[src/rtl/sram_master_pkg.sv]
// Shared types and defaults for the SRAM burst master.
package sram_master_pkg;

    localparam int unsigned DEF_ADDR_WIDTH = 12;
    localparam int unsigned DEF_WORD_WIDTH = 16;
    localparam int unsigned DEF_LEN_WIDTH  = 4;

    typedef enum logic [1:0] {
        ST_IDLE  = 2'd0,
        ST_WRITE = 2'd1,
        ST_READ  = 2'd2,
        ST_DRAIN = 2'd3
    } state_t;

endpackage

[src/rtl/sram_master_burst_cnt.sv]
// Burst address/beat counter: load start address and length, step per beat, wrap address.
module sram_burst_cnt #(
    parameter int unsigned ADDR_WIDTH = 12,
    parameter int unsigned LEN_WIDTH  = 4
) (
    input  logic                  clk,
    input  logic                  rst_n,
    input  logic                  load,
    input  logic [ADDR_WIDTH-1:0] start_addr,
    input  logic [LEN_WIDTH-1:0]  len,
    input  logic                  step,
    output logic [ADDR_WIDTH-1:0] addr,
    output logic                  last_c
);

    logic [LEN_WIDTH-1:0] beats_left;

    // Address increments modulo 2**ADDR_WIDTH through natural overflow.
    always_ff @(posedge clk or negedge rst_n) begin
        if (!rst_n) begin
            addr       <= '0;
            beats_left <= '0;
        end else if (load) begin
            addr       <= start_addr;
            beats_left <= len;
        end else if (step) begin
            addr       <= addr + ADDR_WIDTH'(1);
            beats_left <= beats_left - LEN_WIDTH'(1);
        end
    end

    assign last_c = (beats_left == '0);

endmodule

[src/rtl/sram_master.sv]
// Burst initiator for a single-port synchronous SRAM (1-cycle read latency).
// Define SRAM_MASTER_RSP_REG_EN to add one output register stage on the read response.
module sram_master
    import sram_master_pkg::*;
#(
    parameter int unsigned ADDR_WIDTH = DEF_ADDR_WIDTH,
    parameter int unsigned WORD_WIDTH = DEF_WORD_WIDTH,
    parameter int unsigned LEN_WIDTH  = DEF_LEN_WIDTH
) (
    input  logic                  clk,
    input  logic                  rst_n,
    input  logic                  i_req_valid,
    output logic                  o_req_ready,
    input  logic                  i_req_we,
    input  logic [ADDR_WIDTH-1:0] i_req_addr,
    input  logic [LEN_WIDTH-1:0]  i_req_len,
    input  logic                  i_wdata_valid,
    output logic                  o_wdata_ready,
    input  logic [WORD_WIDTH-1:0] i_wdata,
    output logic                  o_rsp_valid,
    output logic [WORD_WIDTH-1:0] o_rsp_data,
    output logic                  o_done,
    output logic                  o_mem_ce,
    output logic                  o_mem_we,
    output logic [ADDR_WIDTH-1:0] o_mem_addr,
    output logic [WORD_WIDTH-1:0] o_mem_wdata,
    input  logic [WORD_WIDTH-1:0] i_mem_rdata
);

    state_t state, state_nxt;

    logic                  accept;
    logic                  wr_hs;
    logic                  rd_issue;
    logic                  step;
    logic                  last_c;
    logic [ADDR_WIDTH-1:0] cnt_addr;

    logic                  rd_pend;
    logic                  rd_last_pend;
    logic                  cap_valid;
    logic                  cap_done;
    logic [WORD_WIDTH-1:0] cap_data;

    assign accept   = i_req_valid && o_req_ready;
    assign wr_hs    = (state == ST_WRITE) && i_wdata_valid;
    assign rd_issue = (state == ST_READ);
    // Hold the address on the last beat so DRAIN keeps reading the final word.
    assign step     = (wr_hs || rd_issue) && !last_c;

    sram_burst_cnt #(
        .ADDR_WIDTH (ADDR_WIDTH),
        .LEN_WIDTH  (LEN_WIDTH)
    ) u_cnt (
        .clk        (clk),
        .rst_n      (rst_n),
        .load       (accept),
        .start_addr (i_req_addr),
        .len        (i_req_len),
        .step       (step),
        .addr       (cnt_addr),
        .last_c     (last_c)
    );

    always_ff @(posedge clk or negedge rst_n) begin
        if (!rst_n) state <= ST_IDLE;
        else        state <= state_nxt;
    end

    always_comb begin
        state_nxt = state;
        case (state)
            ST_IDLE:  if (accept) state_nxt = i_req_we ? ST_WRITE : ST_READ;
            ST_WRITE: if (wr_hs && last_c) state_nxt = ST_IDLE;
            ST_READ:  if (last_c) state_nxt = ST_DRAIN;
            ST_DRAIN: state_nxt = ST_IDLE;
            default:  state_nxt = ST_IDLE;
        endcase
    end

    // Read controls come straight off the state register; write controls follow i_wdata_valid.
    assign o_req_ready   = (state == ST_IDLE) && rst_n;
    assign o_wdata_ready = (state == ST_WRITE);
    assign o_mem_ce      = wr_hs || (state == ST_READ) || (state == ST_DRAIN);
    assign o_mem_we      = wr_hs;
    assign o_mem_addr    = cnt_addr;
    assign o_mem_wdata   = wr_hs ? i_wdata : '0;

    // rd_pend marks the cycle in which the SRAM presents the word addressed one cycle earlier.
    always_ff @(posedge clk or negedge rst_n) begin
        if (!rst_n) begin
            rd_pend      <= 1'b0;
            rd_last_pend <= 1'b0;
            cap_valid    <= 1'b0;
            cap_done     <= 1'b0;
            cap_data     <= '0;
        end else begin
            rd_pend      <= rd_issue;
            rd_last_pend <= rd_issue && last_c;
            cap_valid    <= rd_pend;
            cap_done     <= rd_last_pend;
            if (rd_pend) cap_data <= i_mem_rdata;
        end
    end

`ifdef SRAM_MASTER_RSP_REG_EN
    logic                  out_valid;
    logic                  out_done;
    logic [WORD_WIDTH-1:0] out_data;

    always_ff @(posedge clk or negedge rst_n) begin
        if (!rst_n) begin
            out_valid <= 1'b0;
            out_done  <= 1'b0;
            out_data  <= '0;
        end else begin
            out_valid <= cap_valid;
            out_done  <= cap_done;
            if (cap_valid) out_data <= cap_data;
        end
    end

    assign o_rsp_valid = out_valid;
    assign o_rsp_data  = out_data;
    assign o_done      = (wr_hs && last_c) || out_done;
`else
    assign o_rsp_valid = cap_valid;
    assign o_rsp_data  = cap_data;
    assign o_done      = (wr_hs && last_c) || cap_done;
`endif

endmodule

[config.mk]
export PLATFORM = sky130hd
export DESIGN_NAME = sram_master
export DESIGN_NICKNAME = d
export VERILOG_FILES = /design/src/rtl/sram_master_pkg.sv /design/src/rtl/sram_master_burst_cnt.sv /design/src/rtl/sram_master.sv
export SDC_FILE = /design/constraint.sdc
export NUM_CORES = 1
export LEC_CHECK = 0
export ABC_AREA = 1
export CORE_ASPECT_RATIO = 0.75
export CORE_UTILIZATION = 37
export DETAILED_ROUTE_END_ITERATION = 7
export PLACE_DENSITY = 0.77
export SYNTH_ARGS = -nofsm -noshare
export SYNTH_HDL_FRONTEND = slang
export SYNTH_SLANG_ARGS = --single-unit
[constraint.sdc]
create_clock -name clk -period 1.4 [get_ports clk]
set_clock_uncertainty 0.1 [all_clocks]
set_input_delay 0.42 -clock clk [delete_from_list [all_inputs] [get_ports clk]]
set_output_delay 0.42 -clock clk [all_outputs]
set_load 0.005 [all_outputs]
# Yosys cells after proc, flatten, opt, wreduce, memory -nomap -nowiden

Index checks and enable logic that the tools add are counted.

$add $sub $neg: 2
Multipliers: 0
Divide/modulo/power cells: 0
Magnitude comparators: 0
Eq/ne operators: 6
Shift-type cells: 0
Multiplexer cells: 10
Bitwise logic cells: 0
Reductions and logical operators: 14

Operators by type and width:

| cell                    | count |
|---|---|
| $mux W12                | 2 |
| $mux W16                | 1 |
| $add A12 B1 Y12 const B | 1 |
| $mux W2                 | 4 |
| $mux W4                 | 2 |
| $pmux W2 S4             | 1 |
| $logic_and A1 B1 Y1     | 6 |
| $eq A2 B2 Y1 const B    | 2 |
| $logic_not A4 Y1        | 1 |
| $ne A2 B1 Y1 const B    | 2 |
| $sub A4 B1 Y4 const B   | 1 |
| $logic_or A1 B1 Y1      | 3 |
| $reduce_and A3 Y1       | 1 |
| $eq A2 B1 Y1 const B    | 1 |
| $logic_not A2 Y1        | 1 |
| $ne A2 B2 Y1 const B    | 1 |
| $reduce_bool A2 Y1      | 1 |
| $logic_not A1 Y1        | 1 |

Register bits after elaboration: 38
Latch bits: 0
Bits in writable memories: 0
Memory bits (read-only): 0
Memories: 0

# Depth between registers and ports, before layout

Depth after elaboration: 6
Gate-level depth with buffers: 10
Mapped depth without buffers: 9

# Modules after synthesis

From an unflattened synthesis, not the netlist that was laid out.

Cell total of the unflattened synthesis: 221
Area total of the unflattened synthesis: 2,003.2 µm²

Modules (own cells, without submodules):

| module         | times used | cells each | area each (µm²) |
|---|---|---|---|
| sram_master    | 1          | 102        | 1,044.8 |
| sram_burst_cnt | 1          | 119        | 958.4 |

# Worst setup path before layout

OpenSTA, ideal clock, no wires.

Path type: reg2out
From: reg state[1]
To: out o_mem_wdata[10]
Arrival time: 0.972 ns
Required time: 0.880 ns
Slack: -0.092 ns
Cell stages (with the launch flop): 5
Cells stage by stage: dfrtp_1 inv_1 nand3_4 clkbuf_1 nor2_1

Longest elaborated chain between the ends: 3

Ends and longest elaborated chain:

| element                  | line              | text |
|---|---|---|
| start: declaration       | sram_master.sv:30 | `state_t state, state_nxt;` |
| start signal: assignment | sram_master.sv:67 | `else state <= state_nxt;` |
| $eq A2 B1 Y1             | sram_master.sv:46 | `assign wr_hs = (state == ST_WRITE) && i_wdata_valid;` |
| $logic_and A1 B1 Y1      | sram_master.sv:46 |  |
| $mux W16                 | sram_master.sv:87 | `assign o_mem_wdata = wr_hs ? i_wdata : '0;` |
| end: declaration         | sram_master.sv:26 | `output logic [WORD_WIDTH-1:0] o_mem_wdata,` |

No other way between the ends.

# Final worst setup path

From: reg state[0]
To: out o_mem_wdata[12]

The elaborated chain is that of the path after synthesis.

==> parameters.txt <==
Parameter                              Value

STA
  Rel. slew slack    0.672
  Max-slew violation count    0
  Final critical-path required period    around 1.8 ns
  RSZ-0062 raised after global routing    true
  Worst hold slack after final layout    roughly 0.25 ns
  Upper clock frequency limit    about 550 MHz
  Final setup violation count    39
  Final Cycle Share    1.29
  Worst-Margin Slew    approximately 0.49 ns
  Post-route setup slack    -0.403 ns
  Final-report hold violation count    0

Setup path
  Highest net fanout along the worst path    8
  Critical path required time    between 0.8 and 0.9 ns
  Crit path kind    flop to output pin
  Crit path DAT    1.28 ns
  Critical Path Start Type    flop
  Launching instance or port of the critical path    state[0]
  Worst Reg-to-Reg Cells    12
  R2r startpoint    state[0]
  Category of the worst setup path capture point    output pin

Global route
  Maximum number of pins on one net before global-route repair    39
  Global-route wire length before repair    10600 µm
  Vias in the first global route    around 2400
  Overall Global Routing Usage    0.238
  Number of antenna violations at the first check in global routing    0
  Global route total overflow    0

Logic synthesis
  Total nets after synthesis    ~320
  Fraction of registers with async set/reset    1.00
  Proportion of netlist area held by the largest area contributor    0.455
  Synth Area in Simple Gates    0.302
  Post-synth top area cell    dfrtp_1
  Cell count after synthesis    between 200 and 300
  Ys flop type    dfrtp_1
  Post-synthesis instance area    roughly 0.0021 mm²
  Post-Synth Adder-Cell Area    0.0120
  Post-synthesis average cell area    roughly 7.9 µm²
  Number of distinct library cell variants in the gate-level netlist after synthesis    27
  Mux share of post-synthesis cell area    0.0862
  Number of enable flip-flop cells after synthesis    0
  Combinational family with the most area after synthesis    simple AND/OR/NAND/NOR gates
  FF+latch count, synth    38
  Share of the synthesized area in compound gates (AO/OA/AOI/OAI)    0.0515
  Sequential cell area fraction in the yosys report    0.455
  XOR/XNOR share of the synthesized area    0.00419
  Yosys warning count    0
  Most area-consuming cells after synthesis    dfrtp_1 46%, nand2_1 12%, mux2_2 8.6%

Floorplanning
  I/O pins    a little over 100
  Num rows    23
  Initial core utilization    0.388
  Floorplan die width    88.8 µm
  Vertical die dimension    67.1 µm
  Placeable core region    around 0.0054 mm²
  Die area    approximately 0.006 mm²

Final layout
  Area grow syn2layout    88.6%
  Number of nets at the end of the flow    approximately 490
  Area occupied by registers    about 950 µm²
  Total of fill cells in the finished design    between 300 and 400
  Fin util    0.732
  Top library cells by usage in the layout, fill and taps aside    57 x nand2_1, 53 x buf_4, 50 x clkdlybuf4s50_1
  Most common cell after layout, fill and taps aside    nand2_1
  Antenna cell count    0
  Share of final-layout standard cells stronger than drive strength 1    0.478
  Total area of multi-input combinational cells    around 0.0012 mm²

Clock network
  Number of CTS-inserted buffers    5
  CTS H-tree lvls    2
  CTS tree    built
  Maximum count of clock buffers along a single path    2
  Number of sinks driven by the clock tree    38
  Clk Tree Root Cell    clkbuf_8
  Clock latency at the later pin of the worst-skew pair    roughly 0.28 ns
  Clock transition time at the flip-flop clock pins of the worst setup and hold paths    ~0.07 ns

Placed design
  Number of buffers added on ports    102
  Global placer's final weighted congestion    0.804
  Hpwl dp    about 4500 µm

Power and ir drop
  PwrDens    approximately 1900 mW/mm²
  Worst IR Drop VDD    about 1.3 mV
  Overall power consumption    7510 µW
  Pleak    ~0.0020 µW

Detailed routing
  Iter 0 DRT Violations    between 100 and 150
  First-pass iteration count of the detailed router    4
  Wl on met1    roughly 2700 µm
  Final WL    7140 µm
  Vias per Instance    a little under 5
  Via count    approximately 2500
  DR top layer    met4
  DRC violation count after routing    0
  Average wire length per cell after detail routing    between 10 and 15 µm
  Met2 wire length    between 3000 and 4000 µm
  Post-route ant nets    0
  Met3 WL post-DR    514 µm

Outcome
  Failing checks    setup timing
  Result of the run    finished with violations

Hold path
  Launch point of the worst hold path    rd_last_pend
  Hold depth    0
  Hold crit path type    flop to flop

Run
  Max capacitance violation total    0
==> report_power, final <==
group / internal (µW) / switching [µW] / leakage [µW]
logic: 2570 / 2330 / 0.00146
registers: 1600 / 259 / 0.000465
clock network: 380 / 365 / 0.0000431
total: 4550 / 2960 / 0.00197
==> routing by layer <==
layer / vias up / global-route usage
met4: 0 / 0.0806
met2: 103 / 0.448
met3: 25 / 0.0508
met1: 1154 / 0.264
li1: 1187 / -
met5: - / 0
==> cell type report <==
class / instances / area share
Multi-Input combinational cell: 184 / 0.313
Timing Repair Buffer: 171 / 0.359
Tap cell: 75 / 0.0238
Clock buffer: 6 / 0.0210
Sequential cell: 38 / 0.242
Inverter: 37 / 0.0400
Timing Repair inverter: 1 / 0.00222
==> worst max-delay path, cell delays in order (launching register included) <==
cell     delay, ns
dfrtp_2       0.39
buf_6         0.12
nand3_4       0.12
buf_16        0.19
nor2_4        0.07
buf_2         0.11
==> per-stage QoR <==
stage,worst slack [ns],std cells,TNS (ns),area (µm²)
global route,-0.450,512,-14.55,3940
detailed placement,-0.967,477,-27.58,3510
floorplan,0.00378,264,0,2100
global placement,-0.912,477,-26.48,3510
finish,-0.403,512,-12.46,3940
CTS,-0.374,502,-10.63,3820
==> repair_timing <==
item                                    4_1_cts  5_1_grt
endpoints found under the setup margin       68       59
gates resized for setup                     226       57
pin swaps                                    17       13
gates cloned                                  4        1
buffers inserted                             18        9
hold endpoints to repair                      0        0
hold buffers                                  0        0
==> cell families (layout without fill, tap and decap cells) <==
| kind of cell | Yosys count | count (layout) |
|---|---|---|
| flops | 38 | 38 |
| fa+ha+maj | 2 | 2 |
| compound gates | 20 | 20 |
| xor+xnor | 1 | 1 |
| buf+inv | 44 | 215 |
| simple gates | 143 | 145 |
| mux | 16 | 16 |
==> sequential cells by signal (all words and copies together), names as in the netlist <==
signal            cells
rd_last_pend          1
o_rsp_data           16
o_rsp_valid           1
cap_done              1
rd_pend               1
state                 2
u_cnt.beats_left      4
u_cnt.addr           12
==> worst paths after layout <==
| check | slack [ns] | end |
|---|---|---|
| setup / recovery | -0.40 | o_mem_wdata[12] |
| hold reg to reg | 0.25 | cap_done |
| max in group asynchronous | 0.54 | state[0] |
| hold / removal | 0.25 | cap_done |
| setup reg to reg | -0.30 | u_cnt.addr[8] |
| min in group asynchronous | 0.29 | u_cnt.beats_left[0] |
==> synthesized netlist by cell type (all sizes together) (3+ instances only) <==
| cell | number |
|---|---|
| buf | 5 |
| mux2 | 16 |
| nand4 | 3 |
| inv | 37 |
| nand2 | 69 |
| dfrtp | 38 |
| nand3 | 20 |
| nand3b | 4 |
| nor2 | 43 |
| o21ai | 16 |
Power figures use the tool's default switching activity.
